### config.mk
export PLATFORM = sky130hd
export DESIGN_NAME = instr_fetch_decode
export DESIGN_NICKNAME = d
export VERILOG_FILES = /design/src/rtl/instr_fetch_decode.sv
export SDC_FILE = /design/constraint.sdc
export NUM_CORES = 1
export LEC_CHECK = 0
export ABC_AREA = 1
export BUFFER_PORTS_ARGS = -buffer_cell sky130_fd_sc_hd__buf_2
export CORE_UTILIZATION = 45
export CTS_CLUSTER_SIZE = 8
export DETAILED_ROUTE_END_ITERATION = 10
export MAX_ROUTING_LAYER = met4
export PLACE_DENSITY = 0.72
export SYNTH_ARGS = -nofsm -noshare
export SYNTH_HDL_FRONTEND = slang
export SYNTH_SLANG_ARGS = --single-unit
### constraint.sdc
create_clock -name CLK -period 4.16 [get_ports CLK]
set_input_delay 0.624 -clock CLK [delete_from_list [all_inputs] [get_ports CLK]]
set_output_delay 0.624 -clock CLK [all_outputs]
set_load 0.05 [all_outputs]
### src/rtl/instr_fetch_decode.sv
// Front end of the single-cycle RISC-V datapath: fetches over a req/valid
// handshake, decodes into the control bundle, issues once, resolves beq, traps.
module instr_fetch_decode #(
  parameter logic [31:0] RESET_ADDR = 32'h0000_0000,
  parameter int          TIMEOUT    = 16
) (
  input  logic        CLK,
  input  logic        ResetPC,
  output logic        IMemReq,
  output logic [31:0] IMemAddr,
  input  logic [31:0] IMemData,
  input  logic        IMemValid,
  input  logic        Zero,
  output logic [31:0] Instruction,
  output logic        IssueValid,
  output logic        RegWrite,
  output logic        ALUSrc,
  output logic        MemWrite,
  output logic        MemRead,
  output logic        MemToReg,
  output logic        Branch,
  output logic [3:0]  ALUControl,
  output logic        Halted,
  output logic [1:0]  TrapCause,
  output logic [31:0] RetiredCount
);

  typedef enum logic [1:0] {S_FETCH, S_ISSUE, S_TRAP} state_e;

  typedef struct packed {
    logic       reg_write;
    logic       alu_src;
    logic       mem_write;
    logic       mem_read;
    logic       mem_to_reg;
    logic       branch;
    logic [3:0] alu_ctrl;
  } ctrl_t;

  localparam logic [3:0] ALU_ADD  = 4'd0, ALU_SUB = 4'd1, ALU_AND = 4'd2,
                         ALU_OR   = 4'd3, ALU_SLL = 4'd4, ALU_SLT = 4'd5,
                         ALU_XOR  = 4'd6, ALU_SRL = 4'd7, ALU_SLTU = 4'd8,
                         ALU_LUI  = 4'd9;

  localparam logic [1:0] CAUSE_ILLEGAL = 2'd1, CAUSE_MISALIGN = 2'd2, CAUSE_TIMEOUT = 2'd3;
  localparam logic [7:0] TMO_LAST = 8'(TIMEOUT - 1);

  // Returns 1 for a supported encoding; controls come back all-zero otherwise.
  function automatic logic decode(input logic [31:0] w, output ctrl_t c);
    logic       ok;
    logic [2:0] f3;
    logic [6:0] f7;
    ok = 1'b0;
    c  = '0;
    f3 = w[14:12];
    f7 = w[31:25];
    case (w[6:0])
      7'b0110011: begin
        c.reg_write = 1'b1;
        ok = (f7 == 7'b0000000);
        case (f3)
          3'b000: begin
            ok = (f7 == 7'b0000000) || (f7 == 7'b0100000);
            c.alu_ctrl = (f7 == 7'b0100000) ? ALU_SUB : ALU_ADD;
          end
          3'b111: c.alu_ctrl = ALU_AND;
          3'b110: c.alu_ctrl = ALU_OR;
          3'b001: c.alu_ctrl = ALU_SLL;
          3'b010: c.alu_ctrl = ALU_SLT;
          3'b100: c.alu_ctrl = ALU_XOR;
          3'b101: c.alu_ctrl = ALU_SRL;
          default: c.alu_ctrl = ALU_SLTU;
        endcase
      end
      7'b0010011: begin
        c.reg_write = 1'b1;
        c.alu_src   = 1'b1;
        ok = 1'b1;
        case (f3)
          3'b000: c.alu_ctrl = ALU_ADD;
          3'b111: c.alu_ctrl = ALU_AND;
          3'b110: c.alu_ctrl = ALU_OR;
          3'b100: c.alu_ctrl = ALU_XOR;
          3'b010: c.alu_ctrl = ALU_SLT;
          3'b011: c.alu_ctrl = ALU_SLTU;
          3'b001: begin c.alu_ctrl = ALU_SLL; ok = (f7 == 7'b0000000); end
          default: begin c.alu_ctrl = ALU_SRL; ok = (f7 == 7'b0000000); end
        endcase
      end
      7'b0000011: begin
        ok = (f3 == 3'b010);
        c.reg_write  = 1'b1;
        c.alu_src    = 1'b1;
        c.mem_read   = 1'b1;
        c.mem_to_reg = 1'b1;
      end
      7'b0100011: begin
        ok = (f3 == 3'b010);
        c.alu_src   = 1'b1;
        c.mem_write = 1'b1;
      end
      7'b0110111: begin
        ok = 1'b1;
        c.reg_write = 1'b1;
        c.alu_src   = 1'b1;
        c.alu_ctrl  = ALU_LUI;
      end
      7'b1100011: begin
        ok = (f3 == 3'b000);
        c.branch   = 1'b1;
        c.alu_ctrl = ALU_SUB;
      end
      default: ok = 1'b0;
    endcase
    if (!ok) c = '0;
    return ok;
  endfunction

  state_e      state_q, state_d;
  logic [31:0] pc_q, pc_d;
  logic [7:0]  tmo_q, tmo_d;
  logic [31:0] instr_q, instr_d;
  ctrl_t       ctrl_q, ctrl_d;
  logic [1:0]  cause_q, cause_d;
  logic [31:0] retired_q, retired_d;

  ctrl_t       dec_ctrl;
  logic        dec_ok;
  logic [31:0] b_imm, pc_next;

  always_ff @(posedge CLK or posedge ResetPC) begin
    if (ResetPC) begin
      state_q   <= S_FETCH;
      pc_q      <= RESET_ADDR;
      tmo_q     <= '0;
      instr_q   <= '0;
      ctrl_q    <= '0;
      cause_q   <= '0;
      retired_q <= '0;
    end else begin
      state_q   <= state_d;
      pc_q      <= pc_d;
      tmo_q     <= tmo_d;
      instr_q   <= instr_d;
      ctrl_q    <= ctrl_d;
      cause_q   <= cause_d;
      retired_q <= retired_d;
    end
  end

  always_comb begin
    state_d   = state_q;
    pc_d      = pc_q;
    tmo_d     = tmo_q;
    instr_d   = instr_q;
    ctrl_d    = ctrl_q;
    cause_d   = cause_q;
    retired_d = retired_q;
    dec_ok    = decode(IMemData, dec_ctrl);
    b_imm     = {{19{instr_q[31]}}, instr_q[31], instr_q[7], instr_q[30:25], instr_q[11:8], 1'b0};
    pc_next   = (ctrl_q.branch && Zero) ? (pc_q + b_imm) : (pc_q + 32'd4);
    case (state_q)
      S_FETCH: begin
        if (IMemValid) begin
          instr_d = IMemData;
          ctrl_d  = dec_ctrl;
          if (dec_ok) begin
            state_d = S_ISSUE;
          end else begin
            state_d = S_TRAP;
            cause_d = CAUSE_ILLEGAL;
          end
        end else begin
          tmo_d = tmo_q + 8'd1;
          if (tmo_q == TMO_LAST) begin
            state_d = S_TRAP;
            cause_d = CAUSE_TIMEOUT;
          end
        end
      end
      S_ISSUE: begin
        retired_d = retired_q + 32'd1;
        tmo_d     = '0;
        // A misaligned target traps with the PC left on the branch itself.
        if (pc_next[1:0] != 2'b00) begin
          state_d = S_TRAP;
          cause_d = CAUSE_MISALIGN;
        end else begin
          pc_d    = pc_next;
          state_d = S_FETCH;
        end
      end
      default: state_d = S_TRAP;
    endcase
  end

  always_comb begin
    IssueValid   = (state_q == S_ISSUE);
    IMemReq      = (state_q == S_FETCH) && !ResetPC;
    IMemAddr     = pc_q;
    Instruction  = instr_q;
    Halted       = (state_q == S_TRAP);
    TrapCause    = cause_q;
    RetiredCount = retired_q;
    RegWrite     = IssueValid & ctrl_q.reg_write;
    ALUSrc       = IssueValid & ctrl_q.alu_src;
    MemWrite     = IssueValid & ctrl_q.mem_write;
    MemRead      = IssueValid & ctrl_q.mem_read;
    MemToReg     = IssueValid & ctrl_q.mem_to_reg;
    Branch       = IssueValid & ctrl_q.branch;
    ALUControl   = IssueValid ? ctrl_q.alu_ctrl : 4'd0;
  end

endmodule

==> results of run 1 <==
## stage by stage
stage                     total power, W  setup WS [ns]  std cells  hold slack (ns)  util [%]
after floorplan                 0.001198         0.4636       1317           0.4859         -
after global placement          0.001238          1.409       1674           0.4576     51.78
after detailed placement        0.001239          1.419       1674           0.4592     51.78
after CTS                       0.002723          1.401       1706           0.3894     55.08
after global routing            0.002787          1.210       1706           0.4017     55.08
final                           0.002707          1.414       1706           0.3748     55.08
## registers in the layout (all words and copies together), names as in the netlist
signal,cells
IMemAddr,31
Instruction,32
RetiredCount,32
TrapCause,2
ctrl_q,9
state_q,2
tmo_q,8
## final cells by class
type | instances | area (um2)
clock buffer | 19 | 452.9
fill | 1840 | 8207
tap | 229 | 286.5
inverter | 218 | 822.0
timing repair buffer | 152 | 778.2
multi-input combinational | 959 | 4671
clock inverter | 13 | 150.1
sequential | 116 | 2903
## placed cells by master, fill, tap and decap left out, drive strengths merged
master,synthesis,layout
a41oi,1,1
nand3b,6,6
mux2i,1,1
a22oi,4,4
nand4,16,16
a21o,2,2
o21bai,1,1
a21oi,58,58
conb,1,1
o21a,2,2
nor4,1,1
o21ai,48,48
a21boi,10,10
o31ai,1,1
clkbuf,12,19
nor2,119,119
or2,6,6
bufinv,0,2
nand3,85,85
a22o,1,1
o32ai,1,1
ha,33,33
clkinv,3,10
o211ai,2,2
xor2,21,21
clkinvlp,0,2
buf,12,152
inv,215,217
nand2,477,477
and3,1,1
and3b,1,1
nor3b,1,1
dfrtp,116,116
o22ai,8,8
fa,1,1
nor3,33,33
xnor2,16,16
a31oi,1,1
## power by group
group	internal [W]	switching [W]
clock	0.000921	0.000568
sequential	0.00113	0.000000563
combinational	0.0000250	0.0000638
## worst reg2reg max path, stage by stage, from the launching register on
cell and delay (ns):
dfrtp_1 0.73, ha_1 0.59, nand2_1 0.13, nor2_1 0.24
inv_1 0.10, nor3_1 0.29, nand3_1 0.20, nand3_1 0.12
nand3_1 0.11, a21boi_0 0.16
## kinds of logic (layout without fill, tap and decap cells)
family	Yosys count	after routing
simple gates	746	746
buf+inv	242	402
compound gates	140	140
flops	116	116
xor+xnor	37	37
fa+ha+maj	34	34
other cells	1	1
mux	1	1
## worst paths after layout
path	slack, ns	depth (start not counted)	endpoint	startpoint
max in group asynchronous	2.89	3	IMemAddr[29]	ResetPC
min in group CLK	0.40	3	Instruction[7]	IMemData[7]
setup / recovery	1.41	9	IMemAddr[26]	Instruction[31]
hold / removal	0.37	2	RetiredCount[2]	ResetPC
setup reg to reg	1.41	9	IMemAddr[26]	Instruction[31]
hold reg to reg	0.47	2	TrapCause[0]	TrapCause[0]
## routing by layer
metal | share of wire (%) | global-route usage [%] | routed length [um]
met2 | 46 | 44.67 | 11750
met4 | 3.2 | 11.29 | 822
met3 | 6.2 | 4.990 | 1573
met5 | 0 | - | 0
met1 | 45 | 35.98 | 11350
==> run summary, run 1 <==
Root buf cell -> clkbuf_16
Mean Syn Cell Area -> 6.457 um2
Overall Global Routing Usage -> 28.29%
WP buf/inv -> 1
Die span in x -> 139.5 um
Top post-synthesis cells by area -> dfrtp_1 (34%), nand2_1 (21%), inv_1 (9.4%)
Worst vdd ir -> 0.1780 mV
Largest family of logic cells by synthesized area -> simple AND/OR/NAND/NOR gates
Mapped Area -> 8504 um2
Synth async-reset ratio -> 100.0%
Core Rows -> 49
Warnings from Yosys -> 0
Placed Instance Area -> 9460 um2
Routed Antenna Nets -> 0
Max FO, Critical Path -> 22
Port bufs -> 145
DR DRC count -> 0
Routed WL -> 25500 um
Yosys top cell by area -> dfrtp_1
Final Skew -> 0.01090 ns
Core Footprint -> 18270 um2
Post-synth EDFFs -> 0
First-pass GRT wire length -> 42120 um
Slew Limit Fails -> 0
Fin crit period -> 2.746 ns
Highest clock rate -> 0.3641 GHz
Mux cell area share after synthesis -> 0.1177%
Status -> finished clean
HPWL after DPL -> 19890 um
Slew @ Worst Pin -> 1.163 ns
Power density over cell area -> 269.0 nW/um2
Relative slew margins -> 22.41%
Final setup fails -> 0
CTS tree -> yes
# diodes -> 0
Worst path slowest cell -> dfrtp_1
Synth Register Bits -> 116
Library cells used by synthesis -> 49
Vert. Die Dim -> 139.5 um
# IOs -> 147
Cts bufs inserted -> 17
Worst Path Required -> 4.49 ns
Placer congestion estimate -> 0.9964
Max H-tree Level -> 4
Cts hold-fix bufs -> 0
Post-Synth Simple-Gate Area -> 36.71%
CTS max path bufs -> 2
Critical Path Max Stage Delay -> 0.73 ns
Setup crit end kind -> flop
Final instance area -> 10060 um2
Layout area overhead -> 18.33%
Max-cap violations -> 0
Register area share after synthesis -> 34.13%
Via count -> 8878
Post-Synth XOR/XNOR Area -> 3.811%
CTS sink cnt -> 116
Kind of critical path -> flop to flop
Worst skew pair latency -> 0.41 ns
Clock Pin Slew Worst Setup and Hold Paths -> 0.06 ns
Worst-path cell chain -> ha_1 -> nand2_1 -> nor2_1 -> inv_1 -> nor3_1 -> nand3_1 -> nand3_1 -> nand3_1 -> a21boi_0
RSZ-0062 raised after global routing -> false
Share of layout cells above drive strength 1 -> 14.22%
Primary FF master, synth -> dfrtp_1
LEAKAGE -> 5.945 nW
Top-count cell post-synth -> nand2_1
Largest net degree at the start of global routing -> 68
Initial antenna violation count -> 0
Vias in the first global route -> 8472
Fin crit share -> 66.01%
Starting density of the core -> 46.55%
First DRT Iteration DRCs -> 552
Final net count -> 1534
Die Area -> 19450 um2
Post-Synthesis Cells -> 1317
Final hold vios -> 0
Arrival time worst endpoint -> 3.08 ns
Area fraction in compound gates after synthesis -> 9.151%
Buffer count from post-CTS setup fixing -> 0
Critical Path Start Type -> flop
Setup TNS -> 0 ns
Avg Vias per Cell -> 5.204
Area share of the leading cell type in the synthesized netlist -> 34.13%
Post_cts resized -> 0
GRT overflow -> 0
Drt wl/cell -> 14.95 um
CP most frequent cell -> nand3_1
Synthesized Nets -> 1387
Worst min path class -> primary input to async pin
Number of iterations in the first detailed-routing pass -> 8
Post-synth top cells -> nand2_1 (471), inv_1 (212), dfrtp_1 (116), nor2_1 (114), nand3_1 (83)
Synth Area in Adders -> 5.090%
CP delay by family, top -> simple AND/OR/NAND/NOR gates
(Power assumes the default switching activity.)
==> inputs of run 2 (changes only) <==
--- a/config.mk
+++ b/config.mk
@@ -5,13 +5,13 @@
 export SDC_FILE = /design/constraint.sdc
 export NUM_CORES = 1
 export LEC_CHECK = 0
-export ABC_AREA = 1
+export ABC_AREA = 0
 export BUFFER_PORTS_ARGS = -buffer_cell sky130_fd_sc_hd__buf_2
 export CORE_UTILIZATION = 45
 export CTS_CLUSTER_SIZE = 8
 export DETAILED_ROUTE_END_ITERATION = 10
 export MAX_ROUTING_LAYER = met4
-export PLACE_DENSITY = 0.72
+export PLACE_DENSITY = 0.73
 export SYNTH_ARGS = -nofsm -noshare
 export SYNTH_HDL_FRONTEND = slang
 export SYNTH_SLANG_ARGS = --single-unit
==> constraint.sdc (replaced) <==
create_clock -name CLK -period 2.7 [get_ports CLK]
set_input_delay 0.405 -clock CLK [delete_from_list [all_inputs] [get_ports CLK]]
set_output_delay 0.405 -clock CLK [all_outputs]
set_load 0.05 [all_outputs]
==> run 2 against run 1 <==
Effect of this change: cell count down 24%; the run now ends with negative setup slack left; sequential share of layout area up 1.7 points; register-to-register slack worse by 1.4 ns; worst setup slack worse by 1.4 ns; combinational power rose to 7.3 times the previous value; non-clock buffer count up 70; sequential power up 64%; highest routed layer unchanged; maximum frequency up 1.6%.
==> run summary, run 2 <==
Core Footprint -> 15430 um2
Cts hold-fix bufs -> 0
First DRT Iteration DRCs -> 506
Root buf cell -> clkbuf_16
Worst skew pair latency -> 0.42 ns
DR DRC count -> 0
Most frequent cells in the layout -> nand2_1 (201), buf_2 (145), dfrtp_1 (106)
Failing checks -> negative setup slack
# diodes -> 0
Final hold vios -> 0
Cell Int Power -> 0.003400 W
CP Launch Point -> Instruction[31]
Top post-synthesis cells by area -> dfrtp_1 (40%), nand2_1 (10%), ha_1 (5.7%)
Finished Layout Cells -> 1291
Inst Count DP -> 1254
Post-synth top cells -> nand2_1 (201), dfrtp_1 (116), a21oi_1 (76), nor2_1 (51), o21ai_0 (40)
Final setup fails -> 1
GRT overflow -> 0
Routed Antenna Nets -> 0
FF-to-FF End -> IMemAddr[31]
Final Skew -> 0.01313 ns
Highest clock rate -> 0.3700 GHz
Register area share after synthesis -> 40.12%
Reg power frac -> 38.8%
Layout area overhead -> 31.79%
Kind of critical path -> flop to flop
Synth Register Bits -> 116
Area share of the leading cell type in the synthesized netlist -> 40.12%
Die span in x -> 128.8 um
Max H-tree Level -> 4
Warnings from Yosys -> 0
First-pass GRT wire length -> 33260 um
Post-synth EDFFs -> 0
Final instance area -> 9534 um2
# IOs -> 147
Clock Pin Slew Worst Setup and Hold Paths -> 0.06 ns
Via count -> 7179
Placed Instance Area -> 8692 um2
Synthesized Nets -> 934
Worst vdd ir -> 0.4328 mV
Worst-path cell chain -> ha_4 -> a21o_1 -> o21bai_1 -> a41o_1 -> a211oi_4 -> a211oi_4 -> o41a_1 -> a311o_1 -> nand3_1
CTS max path bufs -> 2
Primary FF master, synth -> dfrtp_1
Top-count cell post-synth -> nand2_1
Clock network power share -> 47.5%
Max FO, Critical Path -> 8
Worst setup path end -> IMemAddr[31]
HPWL after DPL -> 14600 um
Setup crit end kind -> flop
Switching fraction of total power -> 28.59%
CTS sink cnt -> 116
Worst hold path startpoint -> IMemData[18]
Port bufs -> 145
Power density over cell area -> 499.4 nW/um2
Die Area -> 16590 um2
Final setup margin -> -0.002556 ns
Core Rows -> 45
Largest net degree at the start of global routing -> 117
Mean Syn Cell Area -> 8.373 um2
Slew Limit Fails -> 0
Post-Synthesis Cells -> 864
Critical Path Max Stage Delay -> 0.49 ns
Vert. Die Dim -> 128.8 um
Final net count -> 1137
Logic pwr share -> 13.6%
RR Startpoint -> Instruction[31]
Most common cell after layout, fill and taps aside -> nand2_1
Cts bufs inserted -> 17
Vias in the first global route -> 6643
CP most frequent cell -> a211oi_4
Max-cap violations -> 0
Relative slew margins -> 58.08%
Fin crit share -> 100.1%
Slew @ Worst Pin -> 0.6288 ns
Starting density of the core -> 46.89%
Synth async-reset ratio -> 100.0%
Share of layout cells above drive strength 1 -> 29.72%
Overall Global Routing Usage -> 26.31%
Arrival time worst endpoint -> 3.06 ns
Placer congestion estimate -> 0.9291
RSZ-0062 raised after global routing -> true
R2r setup slk -> -0.003 ns
Critical Path Start Type -> flop
Library cells used by synthesis -> 69
Yosys top cell by area -> dfrtp_1
P_sw -> 0.001361 W
Routed WL -> 20790 um
Mapped Area -> 7234 um2
CTS tree -> yes
Avg Vias per Cell -> 5.561
Status -> finished, violations left
Drt wl/cell -> 16.11 um
Worst min path class -> primary input to flop
Worst Path Required -> 3.05 ns
Reg2Reg Depth -> 9
Worst path slowest cell -> dfrtp_2
Fin crit period -> 2.703 ns
Initial antenna violation count -> 0
Number of iterations in the first detailed-routing pass -> 5
LEAKAGE -> 4.729 nW
## run 2: cell count changes after synthesis, sizes merged, moves of 17 or more
cell	change
nand2	-276
nor2	-68
xnor2	+20
clkbuf	+23
and3	+17
inv	-201
and2	+17
a21oi	+18
nand3	-54
## run 2: kinds of logic after synthesis
family                   count (synthesis)  share of synthesized area, %
AND/OR/NAND/NOR                        398                         25.58
AO/OA/AOI/OAI                          204                         18.14
flip-flops                             116                         40.12
XOR/XNOR                                55                         6.659
buffers and inverters                   52                         2.854
adder cells (fa/ha/maj)                 34                         5.984
multiplexers                             4                        0.6053
other                                    1                       0.05184
## run 2: stage by stage
step	util, %	power [W]	worst slack [ns]	hold WS, ns	TNS, ns
2_1_floorplan	-	0.002293	-0.1188	0.4349	-0.1574
3_3_place_gp	56.34	0.002491	0.01396	0.4543	0
3_5_place_dp	56.34	0.002499	-0.06922	0.4585	-0.1621
4_1_cts	60.24	0.004773	0.003739	0.1595	0
5_1_grt	61.80	0.004936	-0.09564	0.1676	-0.4097
6_report	61.80	0.004761	-0.002556	0.1733	-0.002556
## run 2: worst min-delay path by stage
stage                                  end  slack, ns  cells after the start
after floorplan                  ctrl_q[3]       0.43                      2
final                      Instruction[18]       0.17                      3
after global routing       Instruction[18]       0.17                      3
after global placement           ctrl_q[9]       0.45                      2
after detailed placement  RetiredCount[31]       0.46                      1
after CTS                  Instruction[18]       0.16                      3
## run 2: power by group through the flow
| stage | clock (W) | sequential, W | combinational, W |
|---|---|---|---|
| floorplan | 0 | 0.00205 | 0.000238 |
| CTS | 0.00230 | 0.00184 | 0.000630 |
| finish | 0.00226 | 0.00185 | 0.000650 |
| detailed placement | 0 | 0.00187 | 0.000628 |
| global placement | 0 | 0.00187 | 0.000620 |
| global route | 0.00238 | 0.00185 | 0.000701 |
## run 2: final cells by class
type | count | area, um2
Inverter | 14 | 56.30
Multi-Input combinational cell | 696 | 4383
Clock buffer | 18 | 439.2
Fill cell | 1341 | 5893
Tap cell | 211 | 264.0
Sequential cell | 116 | 2915
Timing Repair Buffer | 222 | 1324
Clock inverter | 14 | 152.6
## run 2: what timing repair did
action                     CTS  global route
setup endpoints to repair    4            11
pin swaps                    0            24
gates resized for setup      2            37
buffers inserted             0             6
## run 2: worst max-delay path: cells and delay by family (launching register included)
kind	cells	cell delay, ns
adder cells (fa/ha/maj)	1	0.29
AND/OR/NAND/NOR	1	0.07
flip-flops	1	0.49
AO/OA/AOI/OAI	7	1.78
## run 2: routing by layer
layer  GRT usage, %  vias up  share of wire (%)
li1               -     3479                  -
met1          33.91     3399                 45
met2          41.43      270                 47
met3          5.863       31                6.1
met4          7.612        0                1.8
met5              -        -                  0
